`config.mk`:
```
export PLATFORM = sky130hd
export DESIGN_NAME = stream_sample_scheduler
export DESIGN_NICKNAME = d
export VERILOG_FILES = /design/src/rtl/synth_pkg.sv /design/src/rtl/stream_fifo.sv /design/src/rtl/stream_sample_scheduler.sv
export SDC_FILE = /design/constraint.sdc
export NUM_CORES = 1
export LEC_CHECK = 0
export BUFFER_PORTS_ARGS = -buffer_cell sky130_fd_sc_hd__buf_2
export CORE_MARGIN = 2
export CORE_UTILIZATION = 60
export CTS_CLUSTER_SIZE = 20
export DETAILED_ROUTE_END_ITERATION = 10
export PLACE_DENSITY = 0.79
export SLEW_MARGIN = 20
export SYNTH_ARGS = -nofsm -noshare
export SYNTH_HDL_FRONTEND = slang
export SYNTH_SLANG_ARGS = --single-unit
```
`constraint.sdc`:
```
create_clock -name clk -period 5.3 [get_ports clk]
set_clock_uncertainty 0.05 [all_clocks]
set_input_delay 0.53 -clock clk [delete_from_list [all_inputs] [get_ports clk]]
set_output_delay 0.53 -clock clk [all_outputs]
set_load 0.02 [all_outputs]
```
`src/rtl/synth_pkg.sv`:
```
// synth_pkg: shared state encodings and constants for the streaming sample path.
package synth_pkg;
    typedef enum logic [1:0] {
        ST_IDLE  = 2'd0,
        ST_PRIME = 2'd1,
        ST_PLAY  = 2'd2
    } state_t;

    localparam logic [7:0] MID_SCALE = 8'h80;
endpackage

```
`src/rtl/stream_fifo.sv`:
```
// stream_fifo: DEPTH x 8 synchronous FIFO with push/pop/flush and occupancy outputs.
module stream_fifo #(
    parameter int DEPTH = 8
) (
    input  logic                       clk,
    input  logic                       rst_n,
    input  logic                       push,
    input  logic                       pop,
    input  logic                       flush,
    input  logic [7:0]                 din,
    output logic [7:0]                 dout,
    output logic [$clog2(DEPTH):0]     level,
    output logic                       full,
    output logic                       empty
);
    localparam int AW = $clog2(DEPTH);

    logic [7:0]    r_mem [DEPTH];
    logic [AW-1:0] r_wp;
    logic [AW-1:0] r_rp;
    logic [AW:0]   r_level;
    logic          w_push;
    logic          w_pop;

    assign full   = r_level == (AW+1)'(DEPTH);
    assign empty  = r_level == '0;
    assign w_pop  = pop && !empty;
    // A pop in the same cycle frees the slot, so a push into a full FIFO still lands.
    assign w_push = push && (!full || w_pop);
    assign dout   = r_mem[r_rp];
    assign level  = r_level;

    always_ff @(posedge clk) begin
        if (w_push && !flush)
            r_mem[r_wp] <= din;
    end

    always_ff @(posedge clk or negedge rst_n) begin
        if (!rst_n) begin
            r_wp    <= '0;
            r_rp    <= '0;
            r_level <= '0;
        end else if (flush) begin
            r_wp    <= '0;
            r_rp    <= '0;
            r_level <= '0;
        end else begin
            r_wp    <= w_push ? r_wp + 1'b1 : r_wp;
            r_rp    <= w_pop ? r_rp + 1'b1 : r_rp;
            r_level <= r_level + (AW+1)'(w_push) - (AW+1)'(w_pop);
        end
    end
endmodule

```
`src/rtl/stream_sample_scheduler.sv`:
```
// stream_sample_scheduler: buffers SPI-written samples and paces them to the DAC
// at a fixed rate, with priming, underrun and overrun detection.
module stream_sample_scheduler
    import synth_pkg::*;
#(
    parameter int DEPTH       = 8,
    parameter int SAMPLE_DIV  = 1042,
    parameter int PRIME_LEVEL = 4
) (
    input  logic                       clk,
    input  logic                       rst_n,
    input  logic                       stream_mode,
    input  logic                       sample_wr,
    input  logic [7:0]                 sample_data,
    input  logic                       flag_clr,
    output logic [7:0]                 sample_out,
    output logic                       sample_strobe,
    output logic [$clog2(DEPTH):0]     fifo_level,
    output logic                       playing,
    output logic                       underrun,
    output logic                       overrun
);
    localparam int LW = $clog2(DEPTH) + 1;
    localparam int DW = $clog2(SAMPLE_DIV);

    state_t        r_state;
    logic [DW-1:0] r_div;
    logic [7:0]    r_sample;
    logic          r_strobe;
    logic          r_playing;
    logic          r_underrun;
    logic          r_overrun;
    logic [7:0]    w_head;
    logic [LW-1:0] w_level;
    logic          w_full;
    logic          w_empty;
    logic          w_tick;
    logic          w_pop;
    logic          w_wr;
    logic          w_underrun_set;
    logic          w_overrun_set;

    assign w_tick         = r_state == ST_PLAY && r_div == DW'(SAMPLE_DIV - 1);
    assign w_pop          = w_tick && !w_empty;
    // Writes only count while streaming and out of IDLE; a falling stream_mode flushes instead.
    assign w_wr           = sample_wr && stream_mode && r_state != ST_IDLE;
    assign w_underrun_set = stream_mode && w_tick && w_empty;
    assign w_overrun_set  = w_wr && w_full && !w_pop;

    stream_fifo #(.DEPTH(DEPTH)) u_fifo (
        .clk   (clk),
        .rst_n (rst_n),
        .push  (w_wr),
        .pop   (w_pop && stream_mode),
        .flush (!stream_mode),
        .din   (sample_data),
        .dout  (w_head),
        .level (w_level),
        .full  (w_full),
        .empty (w_empty)
    );

    always_ff @(posedge clk or negedge rst_n) begin
        if (!rst_n) begin
            r_state   <= ST_IDLE;
            r_div     <= '0;
            r_sample  <= MID_SCALE;
            r_strobe  <= 1'b0;
            r_playing <= 1'b0;
        end else begin
            r_strobe <= 1'b0;
            if (!stream_mode) begin
                r_state   <= ST_IDLE;
                r_div     <= '0;
                r_sample  <= MID_SCALE;
                r_playing <= 1'b0;
            end else if (r_state == ST_IDLE) begin
                r_state <= ST_PRIME;
            end else if (r_state == ST_PRIME) begin
                r_div <= '0;
                if (w_level >= LW'(PRIME_LEVEL)) begin
                    r_state   <= ST_PLAY;
                    r_playing <= 1'b1;
                end
            end else begin
                r_div <= w_tick ? '0 : r_div + 1'b1;
                if (w_tick && w_empty) begin
                    r_state   <= ST_PRIME;
                    r_playing <= 1'b0;
                end
                if (w_pop) begin
                    r_sample <= w_head;
                    r_strobe <= 1'b1;
                end
            end
        end
    end

    always_ff @(posedge clk or negedge rst_n) begin
        if (!rst_n) begin
            r_underrun <= 1'b0;
            r_overrun  <= 1'b0;
        end else begin
            r_underrun <= w_underrun_set ? 1'b1 : flag_clr ? 1'b0 : r_underrun;
            r_overrun  <= w_overrun_set ? 1'b1 : flag_clr ? 1'b0 : r_overrun;
        end
    end

    assign sample_out    = r_sample;
    assign sample_strobe = r_strobe;
    assign fifo_level    = w_level;
    assign playing       = r_playing;
    assign underrun      = r_underrun;
    assign overrun       = r_overrun;
endmodule
```
### Word-level counts from Yosys, hierarchy flattened

Memories as Yosys holds them, arrays and structs flattened.
Cells that the tools add are included.

| operators by class | value |
|---|---|
| add/sub/neg operators | 5 |
| $mul | 0 |
| divide/modulo/power cells | 0 |
| magnitude comparators | 1 |
| equal/unequal tests | 13 |
| shifts and indexed selects | 0 |
| multiplexer cells | 32 |
| bitwise operators | 0 |
| reduce and logical (&&, ||, !) cells | 25 |

Operator list:

| operator | number |
|---|---|
| two-way mux 11 bit | 4 |
| two-way mux 8 bit | 4 |
| two-way mux 1 bit | 14 |
| logical AND 1 bit | 13 |
| two-way mux 3 bit | 4 |
| adder 11 x 1 -> 11 bit, second input constant | 1 |
| == test 11 bit, second input constant | 1 |
| two-way mux 2 bit | 5 |
| adder 3 x 1 -> 3 bit, second input constant | 2 |
| inequality test 2 x 1 -> 1 bit, second input constant | 3 |
| AND reduction 3 bit | 2 |
| nonzero test 2 bit | 3 |
| adder 4 x 1 -> 4 bit | 1 |
| == test 4 bit, second input constant | 1 |
| >= comparator 4 x 3 -> 1 bit, second input constant | 1 |
| logical NOT 4 bit | 1 |
| two-way mux 4 bit | 1 |
| inequality test 2 bit, second input constant | 2 |
| inequality test 4 x 1 -> 1 bit, second input constant | 1 |
| inequality test 4 x 3 -> 1 bit, second input constant | 1 |
| subtractor 4 x 1 -> 4 bit | 1 |
| logical NOT 1 bit | 3 |
| inequality test 3 x 1 -> 1 bit, second input constant | 1 |
| inequality test 3 x 2 -> 1 bit, second input constant | 1 |
| other kinds (5) | 5 |

| word-level totals | value |
|---|---|
| register bits | 35 |
| bits in latches | 0 |
| bits in writable memories | 64 |
| bits in read-only memories | 0 |
| input port bits | 13 |
| word-level logic and storage cells | 87 |
| memories | 1 |

Memories:

| memory | depth | width | rd ports | clocked after Yosys merged registers in | wr ports | line | source |
|---|---|---|---|---|---|---|---|
| u_fifo.r_mem | 8 | 8 | 1 | 0 | 1 | stream_fifo.sv:18 | `logic [7:0] r_mem [DEPTH];` |

### Logic depth before layout (Yosys ltp)

| logic depth | value |
|---|---|
| depth after elaboration | 10 |
| mapped depth | 13 |

### Hierarchy

Synthesis repeated with hierarchy kept, for this count alone.

| second synthesis, totals | value |
|---|---|
| cells, all modules | 299 |
| area, all modules | 4438.0 µm² |

By module, submodules not included:

| module | times used | cells each | area each (µm²) | sequential area each (µm²) |
|---|---|---|---|---|
| stream_fifo | 1 | 178 | 3168.0 | 2172.1 |
| stream_sample_scheduler | 1 | 121 | 1270.0 | 626.9 |

### Least setup slack after synthesis

No wires, ideal clock.

| timing | value |
|---|---|
| path type | register to register |
| from | reg u_fifo.r_level[2] (netlist: u_fifo.level[2]) |
| to | reg u_fifo.r_level[2] (netlist: u_fifo.level[2]) |
| library setup time | 132 ps |
| arrival time | 2577 ps |
| data required time | 5118 ps |
| path slack | 2541 ps |
| cell stages (with the launch flop) | 12 |
| path buffers | 2 |
| clock period less this slack | 2759 ps |
| path through | dfrtp_1 inv_1 ha_1 or3b_1 clkbuf_1 and3_1 buf_4 mux2_2 ha_1 fa_1 xnor2_1 nor2_1 |

| between the ends | value |
|---|---|
| cells in the longest elaborated chain, start to end | 10 |
| elaborated cells between the ends (all ways) | 12 |
| classes of those cells | add/sub (2); eq/ne (1); mux (1); reduce/logical (8) |

RTL lines:

| item | line | source |
|---|---|---|
| start: declaration | stream_fifo.sv:21 | `logic [AW:0] r_level;` |
| start signal: assignment | stream_fifo.sv:50 | `r_level <= r_level + (AW+1)'(w_push) - (AW+1)'(w_pop);` |
| logical NOT 4 bit | stream_fifo.sv:26 | `assign empty = r_level == '0;` |
| logical NOT 1 bit | stream_fifo.sv:27, stream_sample_scheduler.sv:44 |  |
| logical AND 1 bit | stream_sample_scheduler.sv:44 | `assign w_pop = w_tick && !w_empty;` |
| logical AND 1 bit | stream_sample_scheduler.sv:54 | `.pop (w_pop && stream_mode),` |
| logical AND 1 bit | stream_fifo.sv:27 | `assign w_pop = pop && !empty;` |
| logical OR 1 bit | stream_fifo.sv:29 | `assign w_push = push && (!full \|\| w_pop);` |
| logical AND 1 bit | stream_fifo.sv:29 |  |
| adder 4 x 1 -> 4 bit | stream_fifo.sv:50 |  |
| subtractor 4 x 1 -> 4 bit (*) | stream_fifo.sv:50 |  |
| two-way mux 4 bit (*) | stream_fifo.sv:43 | `end else if (flush) begin` |

Mark *: on every way between the ends. The rest lies on a longest branch, timed or not.
A chain may end at the register's enable or synchronous reset.

### Worst setup path in the final report

| timing | value |
|---|---|
| from | reg r_div[1] |
| to | reg u_fifo.r_level[1] (netlist: u_fifo.level[1]) |

| between the ends | value |
|---|---|
| cells in the longest elaborated chain, start to end | 10 |

RTL lines:

| item | line | source |
|---|---|---|
| start: declaration | stream_sample_scheduler.sv:27 | `logic [DW-1:0] r_div;` |
| start signal: assignment | stream_sample_scheduler.sv:86 | `r_div <= w_tick ? '0 : r_div + 1'b1;` |
| == test 11 bit (*) | stream_sample_scheduler.sv:43 | `assign w_tick = r_state == ST_PLAY && r_div == DW'(SAMPLE_DIV - 1);` |
| logical AND 1 bit (*) | stream_sample_scheduler.sv:43 |  |
| logical AND 1 bit (*) | stream_sample_scheduler.sv:44 |  |
| logical AND 1 bit (*) | stream_sample_scheduler.sv:54 |  |
| logical AND 1 bit (*) | stream_fifo.sv:27 |  |
| logical OR 1 bit | stream_fifo.sv:29 |  |
| logical AND 1 bit | stream_fifo.sv:29 |  |
| adder 4 x 1 -> 4 bit | stream_fifo.sv:50 |  |
| subtractor 4 x 1 -> 4 bit (*) | stream_fifo.sv:50 |  |
| two-way mux 4 bit (*) | stream_fifo.sv:43 |  |

Marks and branches as above.

==> key figures <==
Run status
  • Outcome: complete, no violations

CTS
  • Sink count of the clock tree: 99
  • # H-tree levels: 3
  • Clock transition at path regs: 0.11 ns
  • Root Buffer: clkbuf_8
  • TritonCTS clock tree: yes
  • Worst skew pair latency: around 0.37 ns
  • Cts bufs inserted: 9
  • Deepest clock path buffer count: 2
  • Post-CTS resize count: 0
  • Post-CTS setup buffers: 0
  • Hold_buf cts: 0

STA
  • Tightest Pin Transition: between 0.9 and 1 ns
  • Relative slew slack: 34.13%
  • Max-slew violations: 0
  • Setup violators final: 0
  • Worst setup margin: 2.366 ns
  • Fmax: between 300 and 400 MHz
  • Tmin final: 2.934 ns
  • Final hold violation count: 0
  • Setup tns final: 0 ns
  • Unrepaired setup endpoints after global routing: no
  • Final worst path period share: 55.35%
  • Worst hold margin: about 0.18 ns

Power
  • Power density over the cells: between 200 and 300 nW/um^2
  • Max VDD drop: 0.1951 mV
  • LEAKAGE: 1.764 nW
  • Sw Share: 25.34%
  • Power share of the sequential group: 59.9%
  • Cell-internal power: 0.001064 W
  • Switch Pwr: 0.0003612 W
  • Clock power share: between 30% and 40%
  • Comb power frac: 7.1%

Placed design
  • Cell Count Post-Placement: a little under 400
  • IO Port Bufs: 28
  • Detailed Place HPWL: between 5000 and 6000 microns
  • Routability cong.: about 0.83
  • Dpl ws: about 2.4 ns

Cells and area
  • # nets final: between 300 and 400
  • Layout Cells excl Fill: 411
  • ANT cells: 0
  • Area delta synth->final: 9.083%
  • Most common cell after layout, fill and taps aside: edfxtp_1
  • Layout cells sized above 1: 27.56%
  • Most frequent cells in the layout: edfxtp_1, dfrtp_1, buf_2
  • Fillers: about 500

Yosys
  • Syn Inst Count: 282
  • Post-synth EDFFs: 64
  • Post-synth cell types: 53
  • Post-Syn Area: approximately 4400 sq um
  • Yosys reg bits: 99
  • Average cell area after synthesis: ~16 sq um
  • FFs w/ async S/R, synth: 35.35%
  • Seq/Total Area, Yosys: between 60% and 70%
  • Yosys Warn Count: 0
  • Ys flop type: edfxtp_1
  • Synth Net Count: between 300 and 400

Floorplanning
  • Core Area: 7176 sq um
  • Ports: 29
  • Chip height: 89.45 microns
  • DIE WIDTH: 89.45 microns
  • Row cnt: 31
  • Die ar.: 8000 sq um
  • Initial Util: between 60 and 70%

Run
  • Max-Cap Viols: 0

Detailed routing
  • ANT nets after route: 0
  • Post-DR vias/cell: 5.954
  • Drt total wl: 7804 microns
  • First DRT Iteration DRCs: 145
  • Pre-antenna DRT Iters: 4
  • WL/cell: 18.99 microns
  • Vias post-DR: 2447
  • DRC viols: 0

Worst setup path
  • CP max stage delay: 0.45 ns
  • Critical path, cell by cell: inv_1 -> ha_1 -> nor4bb_4 -> and3_1 -> and3_1 -> mux2_2 -> ha_1 -> fa_1 -> and2_1
  • Data arrival, critical path: about 3.1 ns
  • Slowest cell on the critical path: and3_1
  • Cell family with most CP delay: simple AND/OR/NAND/NOR gates
  • CP Launch Type: flop
  • CP endpoint kind: flop
  • Crit Path Max Fanout: 10
  • WP buf/inv: 1
  • Type of the worst setup path: reg -> reg
  • CP required: 5.51 ns

GRT
  • GR Util All Layers: around 22%
  • Pin count of the biggest net entering global routing: 36
  • First-pass GRT wire length: ~12000 microns
  • Grt ovf: 0
  • Initial antenna violation count: 0
  • Vias in the first global route: about 2500

Min path
  • Hold Path Class: in -> async
## Yosys cell counts (all sizes together) (2+ instances only)
cell type / n / area share (%)
a21o: 2 / 0.51
a21oi: 7 / 0.80
a22o: 6 / 1.2
a31o: 2 / 0.40
a31oi: 3 / 0.43
and2: 3 / 0.43
and3: 4 / 0.57
and4: 2 / 0.40
buf: 9 / 1.4
clkbuf: 7 / 0.60
dfrtp: 34 / 19
edfxtp: 64 / 44
ha: 10 / 2.9
inv: 12 / 1.0
mux2: 8 / 2.1
mux4: 16 / 8.2
nand2: 9 / 0.77
nand2b: 3 / 0.43
nand3: 9 / 1.0
nand4: 7 / 1.0
nor2: 13 / 1.1
nor3: 5 / 0.57
nor4: 2 / 0.29
nor4b: 5 / 2.3
o21ai: 4 / 0.46
o22ai: 2 / 0.29
o311ai: 2 / 0.40
or3: 3 / 0.43
or3b: 3 / 0.60
xnor2: 2 / 0.40
xor2: 9 / 1.8
## power by group through the flow
stage	Combinational [W]	Sequential, W	Clock (W)
finish	0.000102	0.000854	0.000470
detailed placement	0.000101	0.000870	0
CTS	0.000102	0.000853	0.000483
global placement	0.0000987	0.000869	0
global route	0.000113	0.000856	0.000517
floorplan	0.0000670	0.000868	0
## kinds of logic (layout without fill, tap and decap cells)
| family | count (synthesis) | count (layout) | synth area share (%) |
|---|---|---|---|
| buf+inv | 28 | 58 | 3.028 |
| fa+ha+maj | 11 | 11 | 3.313 |
| flops | 99 | 99 | 63.90 |
| mux | 25 | 25 | 10.51 |
| xor+xnor | 11 | 11 | 2.200 |
| compound gates | 35 | 35 | 5.827 |
| simple gates | 73 | 73 | 11.23 |
## worst paths after layout
kind	from	to	slack, ns	cells after the start
max	r_div[1]	u_fifo.level[1]	2.37	9
min	rst_n	sample_out[2]	0.18	1
max reg2reg	r_div[1]	u_fifo.level[1]	2.37	9
min reg2reg	sample_out[7]	sample_out[7]	0.44	2
max in group asynchronous	rst_n	u_fifo.r_rp[1]	4.48	1
min in group clk	flag_clr	overrun	0.32	2
## sequential cells by signal, indices dropped and copies added, names as in the netlist, 2 cells and up
name          count
u_fifo.level      4
sample_out        8
u_fifo.r_wp       3
u_fifo.r_mem     64
r_div            11
r_state           2
u_fifo.r_rp       3
## final cells by class
cell class	count	area, sq um	area share (%)
flip-flops and latches	99	2800	58.60
multi-input cells	155	1460	30.56
repair buffers	30	155.1	3.247
clock buffers	9	123.9	2.592
well taps	99	123.9	2.592
clock inverters	7	70.07	1.466
inverters	12	45.04	0.9427
## routing by layer
| metal | track usage, % | wire length [microns] |
|---|---|---|
| met4 | 9.634 | 199 |
| met1 | 28.24 | 3309 |
| met2 | 35.08 | 3963 |
| met5 | 0 | 0 |
| met3 | 6.741 | 332 |
## metrics by stage
stage	power (W)	util (%)	area [sq um]
2_1_floorplan	0.0009347	-	4380
3_3_place_gp	0.0009676	63.80	4578
3_5_place_dp	0.0009711	63.87	4583
4_1_cts	0.001439	66.57	4777
5_1_grt	0.001486	66.59	4778
6_report	0.001425	66.59	4778
Power figures use the tool's default switching activity.
